**config.mk**
```make
export PLATFORM = sky130hd
export DESIGN_NAME = mem_port_arbiter_flat
export DESIGN_NICKNAME = d
export VERILOG_FILES = /design/src/rtl/mem_port_arbiter_if.sv /design/src/rtl/mem_port_arbiter.sv /design/src/flat_wrapper.sv
export SDC_FILE = /design/constraint.sdc
export NUM_CORES = 1
export LEC_CHECK = 0
export ABC_CLOCK_PERIOD_IN_PS = 1980
export CAP_MARGIN = 10
export CELL_PAD_IN_SITES_DETAIL_PLACEMENT = 1
export CELL_PAD_IN_SITES_GLOBAL_PLACEMENT = 1
export CORE_ASPECT_RATIO = 0.5
export CORE_MARGIN = 2
export CORE_UTILIZATION = 30
export CTS_CLUSTER_SIZE = 8
export DETAILED_ROUTE_END_ITERATION = 7
export PLACE_DENSITY = 0.9
export SLEW_MARGIN = 20
export SYNTH_ARGS = -nofsm -noshare
export SYNTH_HDL_FRONTEND = slang
export SYNTH_SLANG_ARGS = --single-unit
```
**constraint.sdc**
```tcl
create_clock -name clk -period 1.98 [get_ports clk]
set_input_delay 0.198 -clock clk [delete_from_list [all_inputs] [get_ports clk]]
set_output_delay 0.198 -clock clk [all_outputs]
set_load 0.01 [all_outputs]
```
**src/rtl/mem_port_arbiter_if.sv**
```systemverilog
`timescale 1ns/1ps
// Request, completion and memory-side signals of the memory port arbiter.
// slave: the arbiter itself; master: the requesters plus the memory macro.
interface mem_port_arbiter_if #(
    parameter int ADDR_W = 13,
    parameter int DATA_W = 8
);
    logic              c_req;
    logic              c_we;
    logic [ADDR_W-1:0] c_addr;
    logic [DATA_W-1:0] c_wdata;
    logic              c_ack;
    logic [DATA_W-1:0] c_rdata;

    logic              l_req;
    logic              l_we;
    logic [ADDR_W-1:0] l_addr;
    logic [DATA_W-1:0] l_wdata;
    logic              l_lock;
    logic              l_ack;
    logic [DATA_W-1:0] l_rdata;

    logic [ADDR_W-1:0] mem_addr;
    logic [DATA_W-1:0] mem_wdata;
    logic              mem_we;
    logic              mem_re;
    logic [DATA_W-1:0] mem_rdata;

    logic [1:0]        grant;
    logic              busy;

    modport slave (
        input  c_req, c_we, c_addr, c_wdata,
        input  l_req, l_we, l_addr, l_wdata, l_lock,
        input  mem_rdata,
        output c_ack, c_rdata, l_ack, l_rdata,
        output mem_addr, mem_wdata, mem_we, mem_re,
        output grant, busy
    );

    modport master (
        output c_req, c_we, c_addr, c_wdata,
        output l_req, l_we, l_addr, l_wdata, l_lock,
        output mem_rdata,
        input  c_ack, c_rdata, l_ack, l_rdata,
        input  mem_addr, mem_wdata, mem_we, mem_re,
        input  grant, busy
    );
endinterface

```
**src/rtl/mem_port_arbiter.sv**
```systemverilog
`timescale 1ns/1ps
// Shares the single-port program/data memory between the CPU controller
// (port C) and the program loader/debug port (port L).
module mem_port_arbiter #(
    parameter int ADDR_W   = 13,
    parameter int DATA_W   = 8,
    parameter int READ_LAT = 1
) (
    input  logic              clk,
    input  logic              rst,
    mem_port_arbiter_if.slave bus
);
    typedef enum logic [1:0] {IDLE, ACCESS, WAIT, ACK} state_t;

    state_t            state;
    logic              win_l;
    logic              last_l;
    logic              lock_flag;
    logic [2:0]        cnt;
    logic              pick_l;
    logic              pick_c;
    logic              sel_we;
    logic [ADDR_W-1:0] sel_addr;
    logic [DATA_W-1:0] sel_wdata;

    // Winner for this IDLE cycle: held lock, then sole requester, then
    // the port that did not own the previous access.
    always_comb begin
        pick_l    = bus.l_req & (lock_flag | ~bus.c_req | ~last_l);
        pick_c    = bus.c_req & ~pick_l;
        sel_we    = pick_l ? bus.l_we    : bus.c_we;
        sel_addr  = pick_l ? bus.l_addr  : bus.c_addr;
        sel_wdata = pick_l ? bus.l_wdata : bus.c_wdata;
    end

    // Access sequencer; every output is a register driven from here.
    always_ff @(posedge clk) begin
        if (!rst) begin
            state         <= IDLE;
            win_l         <= 1'b0;
            last_l        <= 1'b1;
            lock_flag     <= 1'b0;
            cnt           <= '0;
            bus.c_ack     <= 1'b0;
            bus.l_ack     <= 1'b0;
            bus.c_rdata   <= '0;
            bus.l_rdata   <= '0;
            bus.mem_addr  <= '0;
            bus.mem_wdata <= '0;
            bus.mem_we    <= 1'b0;
            bus.mem_re    <= 1'b0;
            bus.grant     <= 2'b00;
            bus.busy      <= 1'b0;
        end else begin
            unique case (state)
                IDLE: begin
                    if (!bus.l_req) begin
                        lock_flag <= 1'b0;
                    end
                    if (pick_l | pick_c) begin
                        win_l         <= pick_l;
                        bus.mem_addr  <= sel_addr;
                        bus.mem_wdata <= sel_wdata;
                        bus.mem_we    <= sel_we;
                        bus.mem_re    <= ~sel_we;
                        bus.grant     <= pick_l ? 2'b10 : 2'b01;
                        bus.busy      <= 1'b1;
                        state         <= ACCESS;
                    end
                end
                ACCESS: begin
                    bus.mem_we <= 1'b0;
                    bus.mem_re <= 1'b0;
                    if (bus.mem_we) begin
                        bus.c_ack <= ~win_l;
                        bus.l_ack <= win_l;
                        state     <= ACK;
                    end else begin
                        cnt   <= 3'(READ_LAT - 1);
                        state <= WAIT;
                    end
                end
                WAIT: begin
                    if (cnt == 3'd0) begin
                        if (win_l) begin
                            bus.l_rdata <= bus.mem_rdata;
                        end else begin
                            bus.c_rdata <= bus.mem_rdata;
                        end
                        bus.c_ack <= ~win_l;
                        bus.l_ack <= win_l;
                        state     <= ACK;
                    end else begin
                        cnt <= cnt - 3'd1;
                    end
                end
                ACK: begin
                    bus.c_ack <= 1'b0;
                    bus.l_ack <= 1'b0;
                    bus.grant <= 2'b00;
                    bus.busy  <= 1'b0;
                    last_l    <= win_l;
                    lock_flag <= win_l & bus.l_lock;
                    state     <= IDLE;
                end
            endcase
        end
    end
endmodule

```
**src/flat_wrapper.sv**
```systemverilog
// flat-port wrapper written by rule: the top's interface ports become plain ports
module mem_port_arbiter_flat 
#(
    parameter int ADDR_W   = 13,
    parameter int DATA_W   = 8,
    parameter int READ_LAT = 1
)
  (clk, rst, bus_c_req, bus_c_we, bus_c_addr, bus_c_wdata, bus_l_req, bus_l_we, bus_l_addr, bus_l_wdata, bus_l_lock, bus_mem_rdata, bus_c_ack, bus_c_rdata, bus_l_ack, bus_l_rdata, bus_mem_addr, bus_mem_wdata, bus_mem_we, bus_mem_re, bus_grant, bus_busy);
  mem_port_arbiter_if #(.ADDR_W(ADDR_W), .DATA_W(DATA_W)) bus_i ();
  input  logic clk;
  input  logic rst;
  input wire logic [$bits(bus_i.c_req)-1:0] bus_c_req;
  input wire logic [$bits(bus_i.c_we)-1:0] bus_c_we;
  input wire logic [$bits(bus_i.c_addr)-1:0] bus_c_addr;
  input wire logic [$bits(bus_i.c_wdata)-1:0] bus_c_wdata;
  input wire logic [$bits(bus_i.l_req)-1:0] bus_l_req;
  input wire logic [$bits(bus_i.l_we)-1:0] bus_l_we;
  input wire logic [$bits(bus_i.l_addr)-1:0] bus_l_addr;
  input wire logic [$bits(bus_i.l_wdata)-1:0] bus_l_wdata;
  input wire logic [$bits(bus_i.l_lock)-1:0] bus_l_lock;
  input wire logic [$bits(bus_i.mem_rdata)-1:0] bus_mem_rdata;
  output wire logic [$bits(bus_i.c_ack)-1:0] bus_c_ack;
  output wire logic [$bits(bus_i.c_rdata)-1:0] bus_c_rdata;
  output wire logic [$bits(bus_i.l_ack)-1:0] bus_l_ack;
  output wire logic [$bits(bus_i.l_rdata)-1:0] bus_l_rdata;
  output wire logic [$bits(bus_i.mem_addr)-1:0] bus_mem_addr;
  output wire logic [$bits(bus_i.mem_wdata)-1:0] bus_mem_wdata;
  output wire logic [$bits(bus_i.mem_we)-1:0] bus_mem_we;
  output wire logic [$bits(bus_i.mem_re)-1:0] bus_mem_re;
  output wire logic [$bits(bus_i.grant)-1:0] bus_grant;
  output wire logic [$bits(bus_i.busy)-1:0] bus_busy;
  assign bus_i.c_req = bus_c_req;
  assign bus_i.c_we = bus_c_we;
  assign bus_i.c_addr = bus_c_addr;
  assign bus_i.c_wdata = bus_c_wdata;
  assign bus_i.l_req = bus_l_req;
  assign bus_i.l_we = bus_l_we;
  assign bus_i.l_addr = bus_l_addr;
  assign bus_i.l_wdata = bus_l_wdata;
  assign bus_i.l_lock = bus_l_lock;
  assign bus_i.mem_rdata = bus_mem_rdata;
  assign bus_c_ack = bus_i.c_ack;
  assign bus_c_rdata = bus_i.c_rdata;
  assign bus_l_ack = bus_i.l_ack;
  assign bus_l_rdata = bus_i.l_rdata;
  assign bus_mem_addr = bus_i.mem_addr;
  assign bus_mem_wdata = bus_i.mem_wdata;
  assign bus_mem_we = bus_i.mem_we;
  assign bus_mem_re = bus_i.mem_re;
  assign bus_grant = bus_i.grant;
  assign bus_busy = bus_i.busy;
  mem_port_arbiter #(.ADDR_W(ADDR_W), .DATA_W(DATA_W), .READ_LAT(READ_LAT)) u_core (.clk(clk), .rst(rst), .bus(bus_i));
endmodule
```
==> results.rst <==
.. list-table::
   :header-rows: 1

   * - Metric
     - Value
   * - Outcome
     - finished clean
   * - Final non-filler cell total
     - 443
   * - Maximum buffer depth of the clock tree
     - 2
   * - Count of boundary I/O pins
     - between 100 and 150
   * - Clock tree from TritonCTS
     - done
   * - Pwr Density
     - between 1000 and 1500 nW/um2
   * - Final Net Count
     - 410
   * - Number of vias per cell
     - around 5.0
   * - Core box area
     - 7430 um2
   * - Drt wl/cell
     - around 18 um
   * - Category of the critical setup timing path
     - flop to flop
   * - HP Class
     - flop to flop
   * - Via count
     - about 2,200
   * - Maximum clock rate
     - about 530 MHz
   * - Final Skew
     - about 0.0066 ns
   * - Cell-by-cell listing of the critical path
     - inv_1, ha_1, and3b_1, and2b_1, mux2i_1, nor2b_1
   * - Distinct cell type count of the synthesized netlist
     - 35
   * - Total overflow reported by the global router
     - 0
   * - Clock input transition at the sequential cells of the worst setup and hold paths
     - ~0.070 ns
   * - Number of input and output port buffers inserted
     - 100
   * - Cell with the largest stage delay on the worst path
     - sky130_fd_sc_hd__and2b_1
   * - Max H-tree Level
     - 2
   * - CTS resizes
     - 0
   * - # clock sinks
     - 52
   * - Netlist area before placement
     - 2330 um2
   * - Count of endpoints failing hold in the final timing report
     - 0
   * - Transition at the pin with the smallest max-transition slack
     - ~0.48 ns
   * - Reg-to-reg critical path startpoint
     - u_core.state[0]$_SDFFE_PN0P_
   * - Share of post-route cells with drive strength above 1
     - under 10%
   * - Portion of the clock cycle consumed by the worst path in the final layout
     - between 90% and 100%
   * - Portion of the post-synthesis area used by sequential elements
     - between 40% and 50%
   * - Yosys reg bits
     - between 50 and 60
   * - Post-Syn Nets
     - between 300 and 400
   * - Synthesis-to-layout area growth
     - 53.2%
   * - Placed cells
     - around 440
   * - Leakage Power
     - approximately 1.4 nW
   * - Critical path fanouts, max
     - 8
   * - Die H
     - 66.3 um
   * - Synthesized-area fraction occupied by xor and xnor cells
     - 0%
   * - Max cap viols
     - 0
   * - Last weighted congestion value of the routability-driven placer
     - between 0.7 and 0.8
   * - Post-synth top flop
     - sky130_fd_sc_hd__dfxtp_1
   * - Vias in the first global route
     - about 2,500
   * - Endpoint class of the critical path
     - flop
   * - TritonCTS buffer count
     - 5
   * - Worst stage delay on the critical path
     - between 0.4 and 0.5 ns
   * - Average cell area after synthesis
     - 9.38 um2
   * - Post-synthesis cell count
     - 248
   * - Starting density of the core
     - 31.3%
   * - Arrival time of data at the critical path endpoint
     - just over 2 ns
   * - Startpoint type of the worst setup path
     - flop
   * - Gr usage total
     - 18.6%
   * - Required arrival time at the worst endpoint
     - around 2.2 ns
   * - Final Routed Wirelength
     - 7.77 mm
   * - Die boundary width
     - about 130 um
   * - Antenna violations before repair
     - 0
   * - HPWL after detailed placement
     - 5.95 mm
   * - Dominant combinational cell family by area after synthesis
     - compound AO/OA/AOI/OAI gates
   * - ANT nets after route
     - 0
   * - Worst vdd rail ir drop
     - around 450 uV
   * - Multiplexer fraction of the synthesized cell area
     - ~14%
   * - Synth Area in Compound Gates
     - 18.8%
   * - Number of cell instances on the worst register-to-register path
     - 6
   * - Diodes inserted
     - 0
   * - Share of async-settable or async-resettable flops after synthesis
     - 0%
   * - TritonRoute pass-1 iters
     - 4
   * - Synth Area in Simple Gates
     - between 10% and 20%
   * - Post-Synth Adder-Cell Area
     - 3.76%
   * - Root buffer cell
     - sky130_fd_sc_hd__clkbuf_16
   * - Final slew viol count
     - 0
   * - Unrepaired setup endpoints after global routing
     - false
   * - # DRC
     - 0
   * - Aggregate negative setup slack
     - 0 ns
   * - Worst Hold Depth
     - 2
   * - Number of DRC markers in iteration 0
     - 86
   * - First-pass GRT wire length
     - between 10 and 15 mm
   * - Buffer count from post-CTS setup fixing
     - 0
   * - Clk Latency, worst-skew pair
     - between 0.2 and 0.3 ns
   * - Number of flops mapped to enable cells by yosys
     - 0
   * - Count of synthesis-stage warnings from yosys
     - 0
   * - Post-layout min period
     - between 1.5 and 2 ns
   * - Pin count of the biggest net entering global routing
     - 28
   * - Worst min-delay path startpoint
     - u_core.bus.l_rdata[4]$_SDFFE_PN0P_
   * - Fillers
     - roughly 850
   * - Worst setup path startpoint
     - u_core.state[0]$_SDFFE_PN0P_
   * - Standard-cell row count
     - 22
   * - Die Outline Area
     - roughly 8500 um2
   * - Worst slew slack as a fraction of its limit
     - 67.7%
   * - CTS Hold Bufs
     - 0
   * - Number of endpoints failing setup at the final stage
     - 0
==> sequential cells by signal, indices dropped and copies added (netlist names), 2 cells and up <==
register,cells
u_core.bus.l_rdata,8
u_core.state,2
u_core.bus.grant,2
u_core.bus.mem_wdata,8
u_core.bus.mem_addr,13
u_core.cnt,3
u_core.bus.c_rdata,8
==> cells in the final DEF (no fill, tap or decap), types with 2 or more instances in the layout <==
cell type / n
sky130_fd_sc_hd__a21boi_0: 13
sky130_fd_sc_hd__a21oi_1: 22
sky130_fd_sc_hd__and2_1: 3
sky130_fd_sc_hd__buf_4: 6
sky130_fd_sc_hd__clkbuf_16: 5
sky130_fd_sc_hd__clkdlybuf4s50_1: 100
sky130_fd_sc_hd__clkinv_4: 2
sky130_fd_sc_hd__dfxtp_1: 52
sky130_fd_sc_hd__ha_1: 7
sky130_fd_sc_hd__inv_1: 6
sky130_fd_sc_hd__mux2i_1: 31
sky130_fd_sc_hd__nand2_1: 27
sky130_fd_sc_hd__nand2b_1: 2
sky130_fd_sc_hd__nand3_1: 4
sky130_fd_sc_hd__nand3b_1: 2
sky130_fd_sc_hd__nand4_1: 2
sky130_fd_sc_hd__nor2_1: 2
sky130_fd_sc_hd__nor2b_1: 10
sky130_fd_sc_hd__o21a_1: 3
sky130_fd_sc_hd__o21ai_0: 31
sky130_fd_sc_hd__or3_1: 2
==> per-stage QoR <==
| step | setup slack, ns | util, % | total power [mW] | hold WS [ns] | instance area (um2) |
|---|---|---|---|---|---|
| 3_3_place_gp | 0.304 | 45.9 | 3.21 | 0.447 | 3410 |
| 4_1_cts | 0.103 | 48.0 | 4.27 | 0.479 | 3570 |
| 6_report | 0.101 | 48.0 | 4.25 | 0.473 | 3570 |
| 5_1_grt | 0.00119 | 48.0 | 4.50 | 0.502 | 3570 |
| 2_1_floorplan | 0.375 | - | 2.48 | 0.333 | 2330 |
| 3_5_place_dp | 0.113 | 45.9 | 3.35 | 0.469 | 3410 |
==> worst max-delay path, delay by kind of cell, from the launching register on <==
| kind | cells | cell delay [ns] |
|---|---|---|
| AND/OR/NAND/NOR | 3 | 0.75 |
| flip-flops | 1 | 0.37 |
| adder cells (fa/ha/maj) | 1 | 0.27 |
| multiplexers | 1 | 0.27 |
| buffers and inverters | 1 | 0.11 |
==> per-layer routing <==
layer | global-route usage, % | vias up | routed length, um
li1 | - | 1063 | -
met1 | 19.6 | 1082 | 3060
met4 | 6.66 | 0 | 158
met3 | 3.24 | 18 | 270
met2 | 37.6 | 61 | 4280
met5 | 0 | - | 0
==> Yosys cell counts (2+ instances only) <==
cell	count	area, um2
sky130_fd_sc_hd__nand2_1	27	101
sky130_fd_sc_hd__dfxtp_1	52	1040
sky130_fd_sc_hd__nand3_1	4	20.0
sky130_fd_sc_hd__and2_1	3	18.8
sky130_fd_sc_hd__inv_1	6	22.5
sky130_fd_sc_hd__nand3b_1	2	15.0
sky130_fd_sc_hd__mux2i_1	31	310
sky130_fd_sc_hd__or3_1	2	12.5
sky130_fd_sc_hd__o21a_1	3	22.5
sky130_fd_sc_hd__clkbuf_1	7	26.3
sky130_fd_sc_hd__ha_1	7	87.6
sky130_fd_sc_hd__a21oi_1	22	110
sky130_fd_sc_hd__nand4_1	2	12.5
sky130_fd_sc_hd__buf_2	2	10.0
sky130_fd_sc_hd__nor2b_1	10	62.6
sky130_fd_sc_hd__o21ai_0	31	155
sky130_fd_sc_hd__a21boi_0	13	97.6
sky130_fd_sc_hd__nor2_1	2	7.51
sky130_fd_sc_hd__clkbuf_2	2	10.0
sky130_fd_sc_hd__buf_6	4	45.0
sky130_fd_sc_hd__nand2b_1	2	12.5
==> where the power goes <==
group | internal [mW] | switching (mW) | total, mW | leakage [nW]
Sequential | 1.33 | 0.193 | 1.52 | 0.427
Combinational | 0.927 | 0.911 | 1.84 | 0.886
Clock | 0.478 | 0.410 | 0.888 | 0.0744
Total | 2.73 | 1.51 | 4.25 | 1.39
==> logic make-up (layout without fill, tap and decap cells) <==
| group | after synthesis | count (layout) |
|---|---|---|
| muxes | 32 | 32 |
| AOI/OAI and AO/OA | 75 | 75 |
| DFF | 52 | 52 |
| buffers and inverters | 22 | 121 |
| and+or+nand+nor | 60 | 60 |
| adders and majority gates | 7 | 7 |
==> final timing paths <==
| kind | to | slack [ns] |
|---|---|---|
| worst max register to register | u_core.bus.c_rdata[5]$_SDFFE_PN0P_ | 0.10 |
| worst max-delay path | u_core.bus.c_rdata[5]$_SDFFE_PN0P_ | 0.10 |
| worst min-delay path | u_core.bus.l_rdata[4]$_SDFFE_PN0P_ | 0.47 |
| worst min register to register | u_core.bus.l_rdata[4]$_SDFFE_PN0P_ | 0.47 |
==> final cells by class <==
cell class | instances | area [um2] | share of cell area [%]
Timing Repair Buffer | 107 | 1070 | 29.9
Sequential cell | 52 | 1040 | 29.2
Clock inverter | 3 | 26.3 | 0.737
Clock buffer | 5 | 125 | 3.51
Multi-Input combinational cell | 174 | 1160 | 32.7
Tap cell | 96 | 120 | 3.37
Inverter | 6 | 22.5 | 0.632
No activity file was read; power rests on OpenSTA's default activity.
